`config.mk`:
```
export PLATFORM = sky130hd
export DESIGN_NAME = picorv32_apb_master
export DESIGN_NICKNAME = d
export VERILOG_FILES = /design/src/rtl/picorv32_apb_master.sv
export SDC_FILE = /design/constraint.sdc
export NUM_CORES = 1
export LEC_CHECK = 0
export CAP_MARGIN = 10
export CORE_ASPECT_RATIO = 1.75
export CORE_MARGIN = 2
export CORE_UTILIZATION = 37
export CTS_CLUSTER_DIAMETER = 60
export DETAILED_ROUTE_END_ITERATION = 7
export PLACE_DENSITY = 0.76
export SYNTH_ARGS = -nofsm -noshare
export SYNTH_HDL_FRONTEND = slang
export SYNTH_SLANG_ARGS = --single-unit
```
`constraint.sdc`:
```
create_clock -name PCLK -period 1.3 [get_ports PCLK]
set_input_delay 0.39 -clock PCLK [delete_from_list [all_inputs] [get_ports PCLK]]
set_output_delay 0.39 -clock PCLK [all_outputs]
set_load 0.1 [all_outputs]
```
`src/rtl/picorv32_apb_master.sv`:
```
// PicoRV32 native memory bus to APB4 initiator: one CPU request becomes one SETUP/ACCESS transfer.
// Define APB_MASTER_TIMEOUT_EN to add a watchdog that aborts ACCESS after TIMEOUT_CYCLES waits.
module picorv32_apb_master #(
    parameter int unsigned AW             = 12,
    parameter int unsigned TIMEOUT_CYCLES = 255
) (
    input  logic          PCLK,
    input  logic          PRESET,
    input  logic          mem_valid,
    input  logic          mem_instr,
    input  logic [31:0]   mem_addr,
    input  logic [31:0]   mem_wdata,
    input  logic [3:0]    mem_wstrb,
    output logic          mem_ready,
    output logic [31:0]   mem_rdata,
    output logic          PSEL,
    output logic          PENABLE,
    output logic          PWRITE,
    output logic [AW-1:0] PADDR,
    output logic [31:0]   PWDATA,
    output logic [3:0]    PSTRB,
    output logic [2:0]    PPROT,
    input  logic [31:0]   PRDATA,
    input  logic          PREADY,
    input  logic          PSLVERR,
    output logic          bus_err,
    output logic [31:0]   err_addr
);

    typedef enum logic [1:0] {StIdle, StSetup, StAccess, StDone} state_e;

    state_e      state_q, state_d;
    logic [31:0] req_addr_q, req_addr_d;
    logic        pwrite_q, pwrite_d;
    logic [31:0] pwdata_q, pwdata_d;
    logic [3:0]  pstrb_q, pstrb_d;
    logic [2:0]  pprot_q, pprot_d;
    logic        psel_q, psel_d;
    logic        penable_q, penable_d;
    logic        mem_ready_q, mem_ready_d;
    logic [31:0] mem_rdata_q, mem_rdata_d;
    logic        bus_err_q, bus_err_d;
    logic [31:0] err_addr_q, err_addr_d;

`ifdef APB_MASTER_TIMEOUT_EN
    localparam logic [7:0] TimeoutLast = 8'(TIMEOUT_CYCLES - 1);
    logic [7:0] cnt_q, cnt_d;
`else
    logic [31:0] unused_timeout;
    assign unused_timeout = 32'(TIMEOUT_CYCLES);
`endif

    always_comb begin
        state_d     = state_q;
        req_addr_d  = req_addr_q;
        pwrite_d    = pwrite_q;
        pwdata_d    = pwdata_q;
        pstrb_d     = pstrb_q;
        pprot_d     = pprot_q;
        psel_d      = 1'b0;
        penable_d   = 1'b0;
        mem_ready_d = 1'b0;
        mem_rdata_d = mem_rdata_q;
        bus_err_d   = 1'b0;
        err_addr_d  = err_addr_q;
`ifdef APB_MASTER_TIMEOUT_EN
        cnt_d       = cnt_q;
`endif
        unique case (state_q)
            StIdle: begin
                if (mem_valid) begin
                    state_d    = StSetup;
                    req_addr_d = mem_addr;
                    pwrite_d   = |mem_wstrb;
                    pwdata_d   = mem_wdata;
                    pstrb_d    = mem_wstrb;
                    pprot_d    = {mem_instr, 1'b0, 1'b1};
                    psel_d     = 1'b1;
                end
            end
            StSetup: begin
                state_d   = StAccess;
                psel_d    = 1'b1;
                penable_d = 1'b1;
`ifdef APB_MASTER_TIMEOUT_EN
                cnt_d     = 8'd0;
`endif
            end
            StAccess: begin
                if (PREADY) begin
                    state_d     = StDone;
                    mem_ready_d = 1'b1;
                    mem_rdata_d = (pwrite_q || PSLVERR) ? 32'h0 : PRDATA;
                    if (PSLVERR) begin
                        bus_err_d  = 1'b1;
                        err_addr_d = req_addr_q;
                    end
                end else begin
`ifdef APB_MASTER_TIMEOUT_EN
                    // This wait is the TIMEOUT_CYCLES-th one: abort on this edge.
                    if (cnt_q == TimeoutLast) begin
                        state_d     = StDone;
                        mem_ready_d = 1'b1;
                        mem_rdata_d = 32'h0;
                        bus_err_d   = 1'b1;
                        err_addr_d  = req_addr_q;
                    end else begin
                        psel_d    = 1'b1;
                        penable_d = 1'b1;
                        cnt_d     = cnt_q + 8'd1;
                    end
`else
                    psel_d    = 1'b1;
                    penable_d = 1'b1;
`endif
                end
            end
            StDone: begin
                // mem_valid deliberately ignored so the completing request is not re-issued.
                state_d = StIdle;
            end
            default: state_d = StIdle;
        endcase
    end

    always_ff @(posedge PCLK) begin
        if (PRESET) begin
            state_q     <= StIdle;
            req_addr_q  <= 32'h0;
            pwrite_q    <= 1'b0;
            pwdata_q    <= 32'h0;
            pstrb_q     <= 4'h0;
            pprot_q     <= 3'h0;
            psel_q      <= 1'b0;
            penable_q   <= 1'b0;
            mem_ready_q <= 1'b0;
            mem_rdata_q <= 32'h0;
            bus_err_q   <= 1'b0;
            err_addr_q  <= 32'h0;
`ifdef APB_MASTER_TIMEOUT_EN
            cnt_q       <= 8'd0;
`endif
        end else begin
            state_q     <= state_d;
            req_addr_q  <= req_addr_d;
            pwrite_q    <= pwrite_d;
            pwdata_q    <= pwdata_d;
            pstrb_q     <= pstrb_d;
            pprot_q     <= pprot_d;
            psel_q      <= psel_d;
            penable_q   <= penable_d;
            mem_ready_q <= mem_ready_d;
            mem_rdata_q <= mem_rdata_d;
            bus_err_q   <= bus_err_d;
            err_addr_q  <= err_addr_d;
`ifdef APB_MASTER_TIMEOUT_EN
            cnt_q       <= cnt_d;
`endif
        end
    end

    assign PADDR     = {req_addr_q[AW-1:2], 2'b00};
    assign PWRITE    = pwrite_q;
    assign PWDATA    = pwdata_q;
    assign PSTRB     = pstrb_q;
    assign PPROT     = pprot_q;
    assign PSEL      = psel_q;
    assign PENABLE   = penable_q;
    assign mem_ready = mem_ready_q;
    assign mem_rdata = mem_rdata_q;
    assign bus_err   = bus_err_q;
    assign err_addr  = err_addr_q;

endmodule

```
==> results summary <==
The worst register-to-register path begins at state_q[0]. The core region is 12900 um2. 0 antenna diodes ended up in the layout. The TritonCTS sink count is 141. The boundary pin count came out at 226. The pin count of the biggest net entering global routing came out at 46. The floorplan die height came out at 156 um. The post-route antenna net violation count came out at 0.

The flip-flop and latch count after synthesis is 141. For the pin with the worst max-slew slack, the measured transition is 0.647 ns. The number of endpoints failing setup at the final stage came out at 244. The count of buffers added on input and output ports is 222. The checks that failed: negative setup slack. In this run the tightest slew margin relative to its limit is 56.9%. The cts-stage hold buffer count came out at 0. The worst hold path belongs to the class input port to flip-flop. Dividing total power by cell area gives a power density of 1710 nW/um2. TritonCTS built the clock tree. The worst setup path category is flip-flop to flip-flop. The worst hold slack after final layout came out at 0.269 ns.

The share of layout cells above drive strength 1 came out at 59.7%. The routed length per placed instance is 21.2 um. The data arrival at the endpoint of the critical path came out at 1.84 ns. VDD sags by at most 1.27 mV. The global-route wire length before repair is 26200 um. The number of buffers and inverters on the critical path is 3.

On the critical path, the stage with the largest delay is an instance of dfxtp_2. The total leakage power is 4.26 nW. The endpoint identified for the worst register-to-register timing path is mem_rdata[27]. The run finished, with violations left. The global route total overflow came out at 0. Dividing the detail-routed via count by the number of cells gives 5.20. The most critical setup path has its endpoint at mem_rdata[27]. The data required time of the worst path came out at 1.65 ns. The critical path goes through inv_4 -> ha_4 -> nand2_4 -> nor4_4 -> buf_4 -> buf_12 -> a22o_1.

The number of hold-slack violations in the final timing report came out at 0. The first-iteration detailed-routing DRC count is 217. The final critical path time including I/O delays and setup came out at 1.48 ns. The post-synthesis to final-layout area growth came out at 119%.

The number of violations of the max-capacitance limit came out at 0. In this run the worst setup path begins at state_q[0]. The reg2reg setup slack came out at -0.18 ns. The total half-perimeter wirelength after legalization and detailed placement came out at 11500 um. The setup slack after layout is -0.183 ns. After clock tree synthesis, the clock-pin slew on the worst setup and hold paths is 0.07 ns. The first detailed-routing pass took 4 iterations. In this design, the stage delay of the slowest critical-path cell is 0.33 ns. The synthesized area divided by synthesized cell count is 8.72 um2. The later pin in the worst-skew pair is clocked with a latency of 0.42 ns. The cell at the root of the clock tree is clkbuf_16. Broken down by cell family, the worst path's largest delay share belongs to buffers and inverters.

The mapped cell area is 4900 um2. The depth of the worst register-to-register path came out at 7. The net count reported at finish is 945. The fraction of the cycle the final worst path needs came out at 114%. For this run, design rule violations remaining after detail routing come to 0. The die is 91.0 um wide. The cell count after synthesis came out at 562.

For this configuration, the core starts out at a cell density of 37.9%. The clock passes through at most 2 buffers. The logic depth of the worst setup path including buffers came out at 7. For this run, the number of Yosys warnings is 0. The proportion of synthesized chip area in sequential cells came out at 57.6%. Setup repair after global routing could not meet its margin everywhere. The number of placed instances, taps included, is 928. Clock skew on the completed layout was measured at 0.0112 ns. The initialized floorplan defines 55 standard-cell rows. Summed over all layers, the routed wires come to 21500 um. At the end of routability-driven placement, the weighted congestion stood at 0.773. STA classifies the critical path endpoint as a flip-flop. The total vias in the final route is 5291.

The via count of the first global-routing pass came out at 5088. Fill cells in the final layout number 655. The die covers 14200 um2. The type of origin of the critical path is a flip-flop. The number of unique standard cell types used by synthesis came out at 24. Global routing consumed, over all layers together, 23.5% of the routing resources.

The finished layout holds 1018 standard cells, fillers aside. The maximum net fanout on the critical path came out at 8. The maximum level of the CTS H-tree is 4.

The number of buffers created by CTS is 17. The number of pins exceeding their max-slew limit in the final report came out at 0. The initial antenna violation count was 0. The maximum clock frequency is 0.674 GHz.
## per-layer routing
layer	part of all wire (%)	global-route usage, %
met4	4.9	10.6
met1	33	23.2
met2	56	44.4
met3	6.6	7.32
met5	0	0
## power breakdown
part	internal (mW)	leakage [nW]	switching (mW)	total [mW]
Sequential	4.87	1.20	0.485	5.35
Combinational	3.27	2.76	4.61	7.88
Clock	3.14	0.293	1.95	5.08
Total	11.3	4.26	7.04	18.3
## how the worst min path moves through the flow
stage                         from            to  slack [ns]  cells past startpoint
global route                PRESET          PSEL        0.27                      2
CTS                         PRESET          PSEL        0.23                      2
floorplan           req_addr_q[12]  err_addr[12]        0.42                      2
detailed placement  req_addr_q[12]  err_addr[12]        0.44                      2
global placement    req_addr_q[21]  err_addr[21]        0.43                      2
finish                      PRESET          PSEL        0.27                      2
## cell families after synthesis
| logic type | synth area share, % |
|---|---|
| and+or+nand+nor | 17.7 |
| DFF | 57.6 |
| AOI/OAI and AO/OA | 16.8 |
| buffers and inverters | 6.33 |
| adders and majority gates | 1.28 |
| muxes | 0.204 |
| other | 0.0765 |
## Yosys cell counts
master / count / share of area, %
a211oi_1: 1 / 0.15
a21oi_1: 103 / 11
a221oi_1: 1 / 0.18
a22o_1: 32 / 5.7
and2_1: 1 / 0.13
and3_1: 1 / 0.13
buf_2: 17 / 1.7
buf_4: 16 / 2.5
buf_6: 3 / 0.69
clkbuf_1: 17 / 1.3
conb_1: 1 / 0.077
dfxtp_1: 141 / 58
ha_1: 5 / 1.3
inv_1: 2 / 0.15
mux2i_1: 1 / 0.20
nand2_1: 205 / 16
nand2_2: 1 / 0.13
nand2b_1: 3 / 0.38
nand3_1: 1 / 0.10
nor2_1: 6 / 0.46
nor2b_1: 1 / 0.13
nor4_4: 1 / 0.43
o41ai_1: 1 / 0.18
or2b_1: 1 / 0.15
## layout by cell type, fill, tap and decap left out, drive strengths merged
cell           instances
a21oi                103
nand2b                 3
and2                   1
inv                    5
conb                   3
dlygate4sd2            1
nor2b                  1
clkinv                 3
mux2i                  1
nand3                  1
a221oi                 1
a211oi                 1
o41ai                  1
and3                   1
buf                  190
a22o                  32
clkbuf                30
clkinvlp               3
ha                     5
or2b                   1
nor4                   1
clkdlybuf4s50        103
dfxtp                141
nor2                   6
bufinv                 3
nand2                206
## sequential cells by signal (all words and copies together) (netlist names)
register	cells
PSTRB	4
PWRITE	1
mem_ready	1
mem_rdata	32
PPROT	2
req_addr_q	32
bus_err	1
state_q	2
err_addr	32
PENABLE	1
PWDATA	32
PSEL	1
## area by class of cell
cell class | count | area [um2] | area share [%]
Multi-Input combinational cell | 368 | 2490 | 23.2
Sequential cell | 141 | 2990 | 27.9
Clock buffer | 20 | 457 | 4.25
Tap cell | 171 | 214 | 1.99
Inverter | 2 | 12.5 | 0.117
Timing Repair Buffer | 304 | 4410 | 41.1
Clock inverter | 12 | 158 | 1.47
## stage by stage
| stage | worst slack, ns | utilization [%] | cell area, um2 | setup TNS, ns | power [mW] |
|---|---|---|---|---|---|
| final | -0.183 | 83.0 | 10700 | -15.47 | 18.3 |
| after global routing | -0.248 | 83.0 | 10700 | -25.03 | 18.8 |
| after CTS | -0.107 | 74.1 | 9590 | -10.84 | 16.7 |
| after detailed placement | -0.512 | 66.7 | 8620 | -50.67 | 11.2 |
| after global placement | -0.445 | 66.7 | 8620 | -46.35 | 11.1 |
| after floorplan | -0.0284 | - | 5060 | -1.61 | 8.85 |
## repair_timing
item | 4_1_cts | 5_1_grt
gates cloned | 5 | 12
resized for setup | 37 | 202
buffers inserted | 19 | 24
setup endpoints to repair | 244 | 241
pin swaps | 2 | 75
Note: power is estimated with default switching activity, not from simulation.
